### config.mk
export PLATFORM = sky130hd
export DESIGN_NAME = dom_mask_harness
export DESIGN_NICKNAME = d
export VERILOG_FILES = /design/src/rtl/dom_mask_harness.sv
export SDC_FILE = /design/constraint.sdc
export NUM_CORES = 1
export LEC_CHECK = 0
export CORE_MARGIN = 3
export CORE_UTILIZATION = 47
export DETAILED_ROUTE_END_ITERATION = 6
export GPL_TIMING_DRIVEN = 0
export PLACE_DENSITY = 0.8
export SYNTH_ARGS = -nofsm -noshare
export SYNTH_HDL_FRONTEND = slang
export SYNTH_SLANG_ARGS = --single-unit
### constraint.sdc
create_clock -name clk -period 1.5 [get_ports clk]
set_input_delay 0.15 -clock clk [delete_from_list [all_inputs] [get_ports clk]]
set_output_delay 0.15 -clock clk [all_outputs]
set_load 0.01 [all_outputs]
### src/rtl/dom_mask_harness.sv
// Host-side share generator / unmasker for a masked DOM gadget under test.
// Encodes plaintext operands into Boolean shares, waits the gadget latency, then recombines the output shares.
module dom_mask_harness #(
    parameter int WIDTH      = 1,
    parameter int SHARES     = 3,
    parameter int GADGET_LAT = 1
) (
    input  logic                            clk,
    input  logic                            rst_n,
    input  logic                            in_valid,
    output logic                            in_ready,
    input  logic [WIDTH-1:0]                in_a,
    input  logic [WIDTH-1:0]                in_b,
    input  logic [2*(SHARES-1)*WIDTH-1:0]   mask_rnd,
    output logic [SHARES*WIDTH-1:0]         g_a,
    output logic [SHARES*WIDTH-1:0]         g_b,
    input  logic [SHARES*WIDTH-1:0]         g_c,
    output logic                            out_valid,
    input  logic                            out_ready,
    output logic [WIDTH-1:0]                out_c,
    output logic                            busy
);

    localparam int SW    = SHARES * WIDTH;
    localparam int MW    = (SHARES - 1) * WIDTH;
    localparam int CNT_W = (GADGET_LAT > 0) ? $clog2(GADGET_LAT + 1) : 1;
    localparam logic [CNT_W-1:0] CNT_MAX = CNT_W'(GADGET_LAT);

    typedef enum logic [1:0] {
        ST_IDLE   = 2'd0,
        ST_WAIT   = 2'd1,
        ST_UNMASK = 2'd2,
        ST_OUT    = 2'd3
    } state_t;

    state_t             state_q, state_d;
    logic [CNT_W-1:0]   cnt_q, cnt_d;
    logic [SW-1:0]      g_a_q, g_a_d;
    logic [SW-1:0]      g_b_q, g_b_d;
    logic [SW-1:0]      c_q, c_d;
    logic [WIDTH-1:0]   out_c_q, out_c_d;
    logic               out_valid_q, out_valid_d;
    logic               in_ready_q, in_ready_d;
    logic               busy_q, busy_d;

    // Share 0 absorbs the plaintext; shares 1..SHARES-1 are the raw fresh masks.
    function automatic logic [SW-1:0] encode_shares(input logic [WIDTH-1:0] plain,
                                                    input logic [MW-1:0]    masks);
        logic [SW-1:0]    sh;
        logic [WIDTH-1:0] acc;
        sh  = {SW{1'b0}};
        acc = plain;
        for (int s = 1; s < SHARES; s++) begin
            sh[s*WIDTH +: WIDTH] = masks[(s-1)*WIDTH +: WIDTH];
            acc                  = acc ^ masks[(s-1)*WIDTH +: WIDTH];
        end
        sh[WIDTH-1:0] = acc;
        return sh;
    endfunction

    // Recombines shares; only ever applied to the captured register.
    function automatic logic [WIDTH-1:0] xor_shares(input logic [SW-1:0] sh);
        logic [WIDTH-1:0] acc;
        acc = {WIDTH{1'b0}};
        for (int s = 0; s < SHARES; s++) begin
            acc = acc ^ sh[s*WIDTH +: WIDTH];
        end
        return acc;
    endfunction

    // Next-state and datapath update for the encode / wait / unmask / hand-off sequence.
    always_comb begin
        state_d     = state_q;
        cnt_d       = cnt_q;
        g_a_d       = g_a_q;
        g_b_d       = g_b_q;
        c_d         = c_q;
        out_c_d     = out_c_q;
        out_valid_d = out_valid_q;
        case (state_q)
            ST_IDLE: begin
                if (in_valid) begin
                    g_a_d   = encode_shares(in_a, mask_rnd[MW-1:0]);
                    g_b_d   = encode_shares(in_b, mask_rnd[2*MW-1:MW]);
                    cnt_d   = {CNT_W{1'b0}};
                    state_d = ST_WAIT;
                end else begin
                    state_d = ST_IDLE;
                end
            end
            ST_WAIT: begin
                if (cnt_q == CNT_MAX) begin
                    c_d     = g_c;
                    state_d = ST_UNMASK;
                end else begin
                    cnt_d   = cnt_q + {{(CNT_W-1){1'b0}}, 1'b1};
                end
            end
            ST_UNMASK: begin
                out_c_d     = xor_shares(c_q);
                out_valid_d = 1'b1;
                g_a_d       = {SW{1'b0}};
                g_b_d       = {SW{1'b0}};
                c_d         = {SW{1'b0}};
                state_d     = ST_OUT;
            end
            ST_OUT: begin
                if (out_ready) begin
                    out_valid_d = 1'b0;
                    out_c_d     = {WIDTH{1'b0}};
                    state_d     = ST_IDLE;
                end else begin
                    state_d     = ST_OUT;
                end
            end
            default: begin
                state_d = ST_IDLE;
            end
        endcase
        in_ready_d = (state_d == ST_IDLE);
        busy_d     = (state_d != ST_IDLE);
    end

    // State and output registers; reset clears every share-carrying flop.
    always_ff @(posedge clk or negedge rst_n) begin
        if (!rst_n) begin
            state_q     <= ST_IDLE;
            cnt_q       <= {CNT_W{1'b0}};
            g_a_q       <= {SW{1'b0}};
            g_b_q       <= {SW{1'b0}};
            c_q         <= {SW{1'b0}};
            out_c_q     <= {WIDTH{1'b0}};
            out_valid_q <= 1'b0;
            in_ready_q  <= 1'b1;
            busy_q      <= 1'b0;
        end else begin
            state_q     <= state_d;
            cnt_q       <= cnt_d;
            g_a_q       <= g_a_d;
            g_b_q       <= g_b_d;
            c_q         <= c_d;
            out_c_q     <= out_c_d;
            out_valid_q <= out_valid_d;
            in_ready_q  <= in_ready_d;
            busy_q      <= busy_d;
        end
    end

    assign in_ready  = in_ready_q;
    assign busy      = busy_q;
    assign g_a       = g_a_q;
    assign g_b       = g_b_q;
    assign out_c     = out_c_q;
    assign out_valid = out_valid_q;

endmodule
==> key figures <==
Setup path
  – Critical Path Sink Type: primary output
  – Worst path required time: 1.35 ns
  – Crit path kind: reg2out
  – CP top delay family: buffers and inverters
  – Worst path arrival time: 1.21 ns
  – CP Cell Sequence: clkdlybuf4s50_1
  – Critical path's largest stage delay: 0.55 ns
  – Max FO, Critical Path: 3
  – Slowest CP cell: clkdlybuf4s50_1
  – Buffers plus inverters on the worst setup path: 1
  – Critical Path Start Type: register

Run status
  – Outcome: completed

Job
  – Max-cap violations: 0

CTS
  – CTS Buf Count: 3
  – CTS tree: built
  – CTS root buffer: clkbuf_4
  – Clk Latency, worst-skew pair: 0.28 ns
  – Hold Buf Count CTS: 0
  – Clock buffer depth: 2
  – CTS HTree Levels: 1
  – Clock transition at the registers of the reported paths: 0.09 ns
  – Clk sink count: 16

Cells and area
  – Synth-to-layout area growth: 37.8%
  – Multi-input logic area: 304 µm²
  – Number of fill cells: 104
  – Most common cell after layout, fill and taps aside: clkdlybuf4s50_1
  – Nets: 111
  – Share of post-route cells with drive strength above 1: 8.25%
  – Antenna cells: 0
  – Most frequent cells in the layout: clkdlybuf4s50_1 (21), dfrtp_1 (15), o21ai_0 (9), nand2_1 (7), a21oi_1 (5)
  – FF+latch area: 402 µm²
  – Fin util: 73.2%

Floorplan
  – Initial core utilization: 53.1%
  – Die W: 45.5 µm
  – Row count: 13
  – Area of the core: 1380 µm²
  – DIE AREA: 2070 µm²
  – I/O pin cnt: 23
  – Die Ht: 45.5 µm

Timing
  – Final setup vio count: 0
  – Fmax: 733 MHz
  – Worst slew pin tran: 0.690 ns
  – Final critical-path required period: 1.36 ns
  – Slew margin rel.: 53.9%
  – Hold WS: 0.276 ns
  – Max Slew Vio Count: 0
  – Hold Vio Cnt, Final: 0
  – Tcrit/Tclk final: 90.9%
  – Total negative slack: 0 ns
  – Clock Skew: 0.00279 ns
  – RSZ-0062 raised after global routing: false
  – Final WS setup: 0.136 ns

Synth
  – Synth cell types: 24
  – Fraction of registers with async set/reset: 100%
  – Synthesis warning total: 0
  – Post-synth EDFFs: 0
  – Avg Cell Area, Syn: 10.3 µm²
  – Synth Instances: 71
  – Sequential share of the synthesized area: 54.7%
  – Yosys reg bits: 16
  – Primary FF master, synth: dfrtp_1
  – Synthesized area: 734 µm²
  – Syn nets: 84

Routing
  – Vias: 621
  – DR WL/cell: 13.8 µm
  – Met2 routed WL: 725 µm
  – Vias per cell: 5.54
  – Top layer in use: met4
  – DRC Markers: 0
  – DR pass1 iterations: 4
  – WL met1: 706 µm
  – DRT Wirelength: 1540 µm
  – Routed wl met3: 95 µm
  – DRT antenna net count: 0
  – DR iter-0 viols: 32

Placed design
  – Input/output buffers: 22
  – Setup WS pre-CTS: 0.241 ns
  – Final HPWL DP: 1140 µm
  – Routability cong.: 0.722

Global routing
  – Total GRT Usage: 16.4%
  – Initial antenna violation count: 0
  – Vias in the first global route: 550
  – First-pass GRT wire length: 2460 µm
  – Pin count of the biggest net entering global routing: 17
  – Total gr overflow: 0

Power
  – Total power: 1.95 mW
  – Worst vdd ir: 1.35 mV
  – Pleak: 0.448 nW
  – Power Density: 1930 nW/µm²

Worst hold path
  – Min-delay worst type: in2async
[what timing repair did]
action / CTS / global route
setup endpoints to repair: 0 / 1
setup buffers: 0 / 0
resized for setup: 0 / 1
[worst paths after layout]
path                                       start               endpoint  slack [ns]  depth (start not counted)
hold reg to reg            out_valid$_DFFE_PN0P_  out_valid$_DFFE_PN0P_        0.48                          1
setup / recovery              g_a[1]$_DFFE_PN0P_                 g_a[1]        0.14                          1
hold / removal                             rst_n      out_c$_DFFE_PN0P_        0.28                          1
setup reg to reg            state_q[1]$_DFF_PN0_     c_q[0]$_DFFE_PN0P_        0.36                          4
min in group clk                       out_ready   state_q[1]$_DFF_PN0_        0.48                          2
max in group asynchronous                  rst_n     g_b[1]$_DFFE_PN0P_        0.79                          1
[report_power, final]
| group | leakage (nW) | total [mW] | switching [mW] | internal, mW |
|---|---|---|---|---|
| clock network | 0.0210 | 0.275 | 0.128 | 0.148 |
| logic | 0.228 | 0.893 | 0.418 | 0.475 |
| registers | 0.199 | 0.782 | 0.150 | 0.632 |
[sequential cells by signal (all words and copies together) (netlist names)]
signal	flops
busy	1
c_q	3
cnt_q	1
g_a	3
g_b	3
in_ready	1
out_c	1
out_valid	1
state_q	2
[cell type report]
cell class,instances,area share [%]
clock buffer,4,3.58
buffer,3,1.73
multi-input combinational,49,30.0
inverter,3,1.11
tap,15,1.85
sequential,16,39.7
timing repair buffer,22,22.0
[kinds of logic after synthesis]
family	count (synthesis)	share of synthesized area, %
AOI/OAI and AO/OA	27	23.3
xor gates and xnor gates	6	7.15
buffers and inverters	6	3.92
DFF	16	54.7
and+or+nand+nor	16	10.9
[Yosys cell counts (2+ instances only)]
library cell | instances | area, µm²
o31ai_1 | 2 | 15.0
a21oi_1 | 5 | 25.0
xor2_1 | 2 | 17.5
o21ai_0 | 9 | 45.0
buf_2 | 2 | 10.0
inv_1 | 3 | 11.3
dfrtp_1 | 15 | 375
xnor2_1 | 4 | 35.0
and3_1 | 3 | 18.8
nand2_1 | 7 | 26.3
a22oi_1 | 4 | 30.0
o2bb2ai_1 | 3 | 26.3
[metrics by stage]
| stage | instance area, µm² | std cells |
|---|---|---|
| final | 1010 | 112 |
| after global routing | 1010 | 112 |
| after CTS | 1010 | 112 |
| after detailed placement | 973 | 108 |
| after global placement | 973 | 108 |
| after floorplan | 734 | 71 |
[metal layers]
metal | vias to the layer above | GRT usage (%)
li1 | 305 | -
met1 | 295 | 23.2
met2 | 19 | 24.0
met3 | 2 | 5.93
met4 | 0 | 3.51
met5 | - | 0
Note: power is estimated with default switching activity, not from simulation.
